[src/rtl/decrementer5b_timer.sv]
// Loadable down-counting timer on a ripple-borrow decrement chain; one-shot or auto-reload.
// Latency: load/step visible one cycle after the edge; done is a registered 1-cycle pulse.
module decrementer5b_timer #(
  parameter int unsigned WIDTH       = 5,
  parameter bit          AUTO_RELOAD = 1'b0
) (
  input  logic             clk,
  input  logic             rst,
  input  logic             load,
  input  logic [WIDTH-1:0] load_val,
  input  logic             enable,
  input  logic             abort,
  output logic [WIDTH-1:0] count,
  output logic             busy,
  output logic             done
);

  typedef enum logic [1:0] {
    ST_IDLE = 2'd0,
    ST_RUN  = 2'd1,
    ST_DONE = 2'd2
  } state_t;

  state_t           state_q;
  logic [WIDTH-1:0] count_q;
  logic [WIDTH-1:0] reload_q;
  logic             busy_q;
  logic             done_q;
  logic [WIDTH-1:0] count_d;
  logic             zero_below;

  // Bit i toggles when every lower bit is zero, i.e. the borrow ripples up to it.
  always_comb begin
    count_d    = '0;
    zero_below = 1'b1;
    for (int i = 0; i < int'(WIDTH); i++) begin
      count_d[i] = count_q[i] ^ zero_below;
      zero_below = zero_below & ~count_q[i];
    end
  end

  always_ff @(posedge clk or posedge rst) begin
    if (rst) begin
      state_q  <= ST_IDLE;
      count_q  <= '0;
      reload_q <= '0;
      busy_q   <= 1'b0;
      done_q   <= 1'b0;
    end else begin
      done_q <= 1'b0;
      if (abort) begin
        state_q <= ST_IDLE;
        busy_q  <= 1'b0;
      end else if (load) begin
        count_q  <= load_val;
        reload_q <= load_val;
        if (load_val != '0) begin
          state_q <= ST_RUN;
          busy_q  <= 1'b1;
        end else begin
          state_q <= ST_DONE;
          busy_q  <= 1'b0;
          done_q  <= 1'b1;
        end
      end else begin
        case (state_q)
          ST_RUN: begin
            if (enable) begin
              // Expiry is caught at 1 so the chain never wraps through zero.
              if (count_q == WIDTH'(1)) begin
                done_q <= 1'b1;
                if (AUTO_RELOAD) begin
                  count_q <= reload_q;
                end else begin
                  count_q <= '0;
                  state_q <= ST_DONE;
                  busy_q  <= 1'b0;
                end
              end else begin
                count_q <= count_d;
              end
            end
          end
          ST_DONE: begin
            state_q <= ST_IDLE;
            busy_q  <= 1'b0;
          end
          default: begin
            state_q <= ST_IDLE;
            busy_q  <= 1'b0;
          end
        endcase
      end
    end
  end

  assign count = count_q;
  assign busy  = busy_q;
  assign done  = done_q;

endmodule

[config.mk]
export PLATFORM = sky130hd
export DESIGN_NAME = decrementer5b_timer
export DESIGN_NICKNAME = d
export VERILOG_FILES = /design/src/rtl/decrementer5b_timer.sv
export SDC_FILE = /design/constraint.sdc
export NUM_CORES = 1
export LEC_CHECK = 0
export CAP_MARGIN = 5
export CORE_AREA = 5 5 42 44
export DETAILED_ROUTE_END_ITERATION = 8
export DIE_AREA = 0 0 47 49
export DONT_BUFFER_PORTS = 1
export SLEW_MARGIN = 20
export SYNTH_ARGS = -nofsm -noshare
export SYNTH_HDL_FRONTEND = slang
export SYNTH_SLANG_ARGS = --single-unit
[constraint.sdc]
create_clock -name clk -period 2.8 [get_ports clk]
set_clock_uncertainty 0.1 [all_clocks]
set_input_delay 0.56 -clock clk [delete_from_list [all_inputs] [get_ports clk]]
set_output_delay 0.56 -clock clk [all_outputs]
set_load 0.005 [all_outputs]
==> qor.txt <==
Post-CTS sizing: 0
Final WL: 1.09 mm
Vias per inst: 5.59
Final worst-path cycle share: 61.8%
RR Startpoint: count[0]
Clock Latency Late Sink: 0.26 ns
Largest net degree at the start of global routing: 14
Min Clock Period, post-route: 1.73 ns
Worst Path Required: 2.89 ns
Netlist Area Pre-Place: 502 um^2
Post-cts hold buffer count: 0
Type of the worst setup path: flip-flop to flip-flop
Most frequent cells in the layout: dfrtp_1, inv_1, ha_1
Gr usage total: 11.7%
Boundary pin count: 17
Chip height: 49 um
Ant diodes: 0
Postcts setup bufs: 0
Count of cell types in the netlist: 22
Initial antenna violation count: 0
Aggregate global routing overflow: 0
Commonest non-fill, non-tap cell in the layout: dfrtp_1
Flop-to-flop setup slack: 1.07 ns
Setup TNS: 0 ns
Row Count: 14
Remaining antenna violation count: 0
Crit path max fanout: 4
Worst min path class: input port to async pin
Avg Cell Area, Syn: 10.5 um^2
Rel. slew slack: 67.2%
Final hold vios: 0
Htree depth: 1
Flop and latch count out of synthesis: 8
Core area: 0.00140 mm^2
Vias: 369
Fmax: 578 MHz
Die area: 0.00230 mm^2
Final setup viols: 0
Initial detailed-routing violation count: 0
R2R cell count: 6
RR Endpoint: count[3]
CTS buffer count: 3
Mapped Cells: 48
Final Cell Area: 541 um^2
CP most frequent cell: ha_1
Slew @ Worst Pin: 0.491 ns
Unrepaired setup endpoints after global routing: no
Slowest CP cell: dfrtp_1
First-pass GRT wire length: 1.83 mm
Yosys warnings: 0
Synth-to-layout area growth: 7.73%
Clock slew at reported path FFs: 0.05 ns
Synthesized Nets: 62
Clock tree from TritonCTS: yes
# DRC: 0
Max VDD drop: 0.305 mV
Final Max Slew Viols: 0
Buf+Inv Stages, Crit Path: 1
Die W: 47 um
Share of layout cells above drive strength 1: 18.0%
Power per cell area: 733 mW/mm^2
CP Capture Type: flip-flop
Placer Congestion: 0.796
Fillcell total: 146
Post-DP HPWL: 891 um
Family with the most delay on the worst path: adder cells
Drt pass-1 iters: 1
Number of global-route vias before repair: 410
Leak: 0.000238 uW
Clock tree buffer depth: 2
Starting density of the core: 35.8%
Wire per inst: 16.6 um
Clk sink count: 8
Nets: 66
Area share of the largest cell type after synthesis: 39.9%
Post-synthesis sequential area ratio: 39.9%
WP data arrival: 1.82 ns
Area leader, netlist: dfrtp_1
CP peak stage delay: 0.41 ns
Synth area leaders: dfrtp_1, ha_1, inv_1
Max-Cap Viols: 0
Status: complete, no violations
I/O Buffers: 0
Dpl cell area: 518 um^2
Clock Root Buffer: clkbuf_4
Crit path cell chain: inv_1, ha_1, ha_1, ha_1, o31ai_1, mux2_2
Critical Path Start Type: flip-flop
final cells by class:
type / instances / area [um^2] / area share [%]
Clock buffer: 3 / 22.5 / 4.17
Inverter: 7 / 26.3 / 4.86
Multi-Input combinational cell: 32 / 272 / 50.2
Sequential cell: 8 / 200 / 37.0
Tap cell: 16 / 20.0 / 3.70
synth_stat cells:
cell type / count
nand3b_1: 1
a21oi_1: 2
dfrtp_1: 8
o2bb2ai_1: 1
o31ai_1: 2
mux2_2: 2
ha_1: 4
a32o_1: 1
inv_1: 7
nor4b_2: 1
mux2i_1: 2
or4_4: 1
buf_1: 1
nor2_1: 2
o21ai_2: 1
o21ai_0: 1
nand2_1: 3
o31a_1: 2
nor3b_1: 3
or3b_1: 1
a21oi_2: 1
a2111o_1: 1
metrics by stage:
stage / instances / total power, uW / setup WS, ns / util [%] / hold slack (ns)
after floorplan: 48 / 281 / 1.20 / - / 0.276
after global placement: 63 / 308 / 1.11 / 37.0 / 0.318
after detailed placement: 63 / 313 / 1.04 / 37.0 / 0.322
after CTS: 66 / 410 / 1.02 / 38.6 / 0.0334
after global routing: 66 / 439 / 0.919 / 38.6 / 0.0473
final: 66 / 396 / 1.07 / 38.6 / 0.0330
worst max path at each step:
stage                     to  slack (ns)  depth (start not counted)     start
detailed placement  count[3]        1.04                          6  count[0]
global placement    count[3]        1.11                          6  count[0]
global route        count[3]        0.92                          6  count[0]
floorplan           count[3]        1.20                          6  count[0]
CTS                 count[3]        1.02                          6  count[0]
finish              count[3]        1.07                          6  count[0]
cell families after synthesis:
group           Yosys count  synth area share [%]
compound gates           12                  19.0
fa+ha+maj                 4                  9.98
buf+inv                   8                  5.99
flops                     8                  39.9
mux                       4                  8.48
simple gates             12                  16.7
routing by layer:
layer | track usage [%] | share of wire [%] | up-vias
met3 | 7.75 | 11 | 5
met5 | 0 | 0 | -
met4 | 8.29 | 3.1 | 0
met2 | 15.8 | 46 | 15
met1 | 12.7 | 40 | 171
li1 | - | - | 178
power breakdown:
part / total [uW] / internal, uW / leakage [uW] / switching, uW
Combinational: 120 / 61.8 / 0.000124 / 57.7
Sequential: 187 / 146 / 0.000101 / 41.6
Clock: 89.3 / 49.1 / 0.0000138 / 40.2
Total: 396 / 257 / 0.000238 / 139
sequential cells by signal (all words and copies together), names as in the netlist:
name,count
count,5
done,1
state_q,2
(Power assumes the default switching activity.)
==> patch: new RTL, same flow settings <==
Re-encode `state_t` (3 states) as one-hot, 3 bits wide.
--- a/src/rtl/decrementer5b_timer.sv
+++ b/src/rtl/decrementer5b_timer.sv
@@ -17,6 +17,6 @@
 
-  typedef enum logic [1:0] {
-    ST_IDLE = 2'd0,
-    ST_RUN  = 2'd1,
-    ST_DONE = 2'd2
+  typedef enum logic [2:0] {
+    ST_IDLE = 3'b001,
+    ST_RUN  = 3'b010,
+    ST_DONE = 3'b100
   } state_t;
Formal check against the unedited RTL: same outputs for any inputs over 10 cycles, from zero or initial values and one cycle with rst high; not proved beyond that.
==> patch against the unedited design <==
  * Die area unchanged
  * Final area grew 16%
  * Sequential cell count up 1
  * Worst setup slack gained 0.017 ns
  * Power up 11%
  * Critical path depth stayed put
  * Sequential share of layout area is 0.98 points lower
  * Routed wire length shrank 1.4%
  * Count of clock-buffer cells in the layout rose by 1
  * Combinational power grew 10%
  * Area after synthesis increased by 17%
==> patch: results (changes against the unedited design) <==
Placer Congestion: 0.686 (was 0.796)
CTS root buffer: clkbuf_4 (unchanged)
Mapped Avg Cell Area: 11.3 um^2 (was 10.5 um^2)
Fillers: 142 (was 146)
Vias per cell: 5.58 (was 5.59)
Top cells by area, synth: dfrtp_1 (34%), ha_1 (8.5%), mux2_2 (5.8%), nand4bb_4 (4.7%), dfstp_2 (4.5%) (was dfrtp_1 (40%), ha_1 (10%), inv_1 (5.2%), mux2_2 (4.5%), nor3b_1 (4.5%))
Detail Placement HPWL: 887 um (was 891 um)
Iteration-0 DRC Markers: 9 (was 0)
WL met3: 115 um (was 120 um)
Share of layout cells above drive strength 1: 23.6% (was 18.0%)
Nets: 70 (was 66)
Slew headroom: 78.4% (was 67.2%)
Sw Ratio: 34.1% (was 35.2%)
Number of global-route vias before repair: 423 (was 410)
Dpl cells: 67 (was 63)
Pleak: 0.268 nW (was 0.238 nW)
Final non-filler cell total: 71 (was 66)
Placement Setup Slack: 1.11 ns (was 1.04 ns)
Yosys cell types: 26 (was 22)
Status: complete, no violations (unchanged)
# diodes: 0 (unchanged)
First-pass GRT wire length: 1920 um (was 1830 um)
WL per Instance: 15.2 um (was 16.6 um)
Sequential element share of the synthesized area: 38.7% (was 39.9%)
Commonest cells in the netlist: dfrtp_1 (8), inv_1 (7), ha_1 (4), nand2_1 (4) (was dfrtp_1 (8), inv_1 (7), ha_1 (4))
Worst vdd rail ir drop: 384 uV (was 305 uV)
Tot GR Track Use: 11.4% (was 11.7%)
Metal1 wirelength: 487 um (was 434 um)
patch: path summary, 6_finish.rpt:
kind / startpoint / end / slack, ns
max reg2reg: count[0] / count[3] / 1.09
min in group clk: abort / state_q[1] / 0.27
min: rst / count[1] / 0.04
max: count[0] / count[3] / 1.09
max in group asynchronous: rst / state_q[0] / 2.27
min reg2reg: count[1] / count[1] / 0.47
patch: layer usage:
layer	GRT usage, %	up-vias
li1	-	197
met1	16.1	184
met2	15.6	13
met3	4.43	2
met4	4.15	0
met5	0	-
patch: cell families (layout without fill, tap and decap cells):
logic type | Yosys count | in the layout | share of synthesized area, %
multiplexers | 4 | 4 | 7.48
buffers and inverters | 8 | 11 | 5.13
AO/OA/AOI/OAI | 14 | 14 | 19.2
flip-flops | 9 | 9 | 38.7
adder cells (fa/ha/maj) | 4 | 4 | 8.55
AND/OR/NAND/NOR | 13 | 13 | 20.9
patch: power by group through the flow:
stage	Combinational, mW	Clock (mW)	Sequential, mW
final	0.132	0.0983	0.210
after global routing	0.153	0.103	0.219
after CTS	0.135	0.0995	0.212
after detailed placement	0.133	0	0.215
after global placement	0.134	0	0.214
after floorplan	0.115	0	0.202
patch: layout make-up:
class | instances | area, um^2 | share of cell area (%)
multi-input cells | 35 | 329 | 52.4
clock buffers | 4 | 26.3 | 4.18
inverters | 7 | 26.3 | 4.18
well taps | 16 | 20.0 | 3.19
flip-flops and latches | 9 | 226 | 36.1
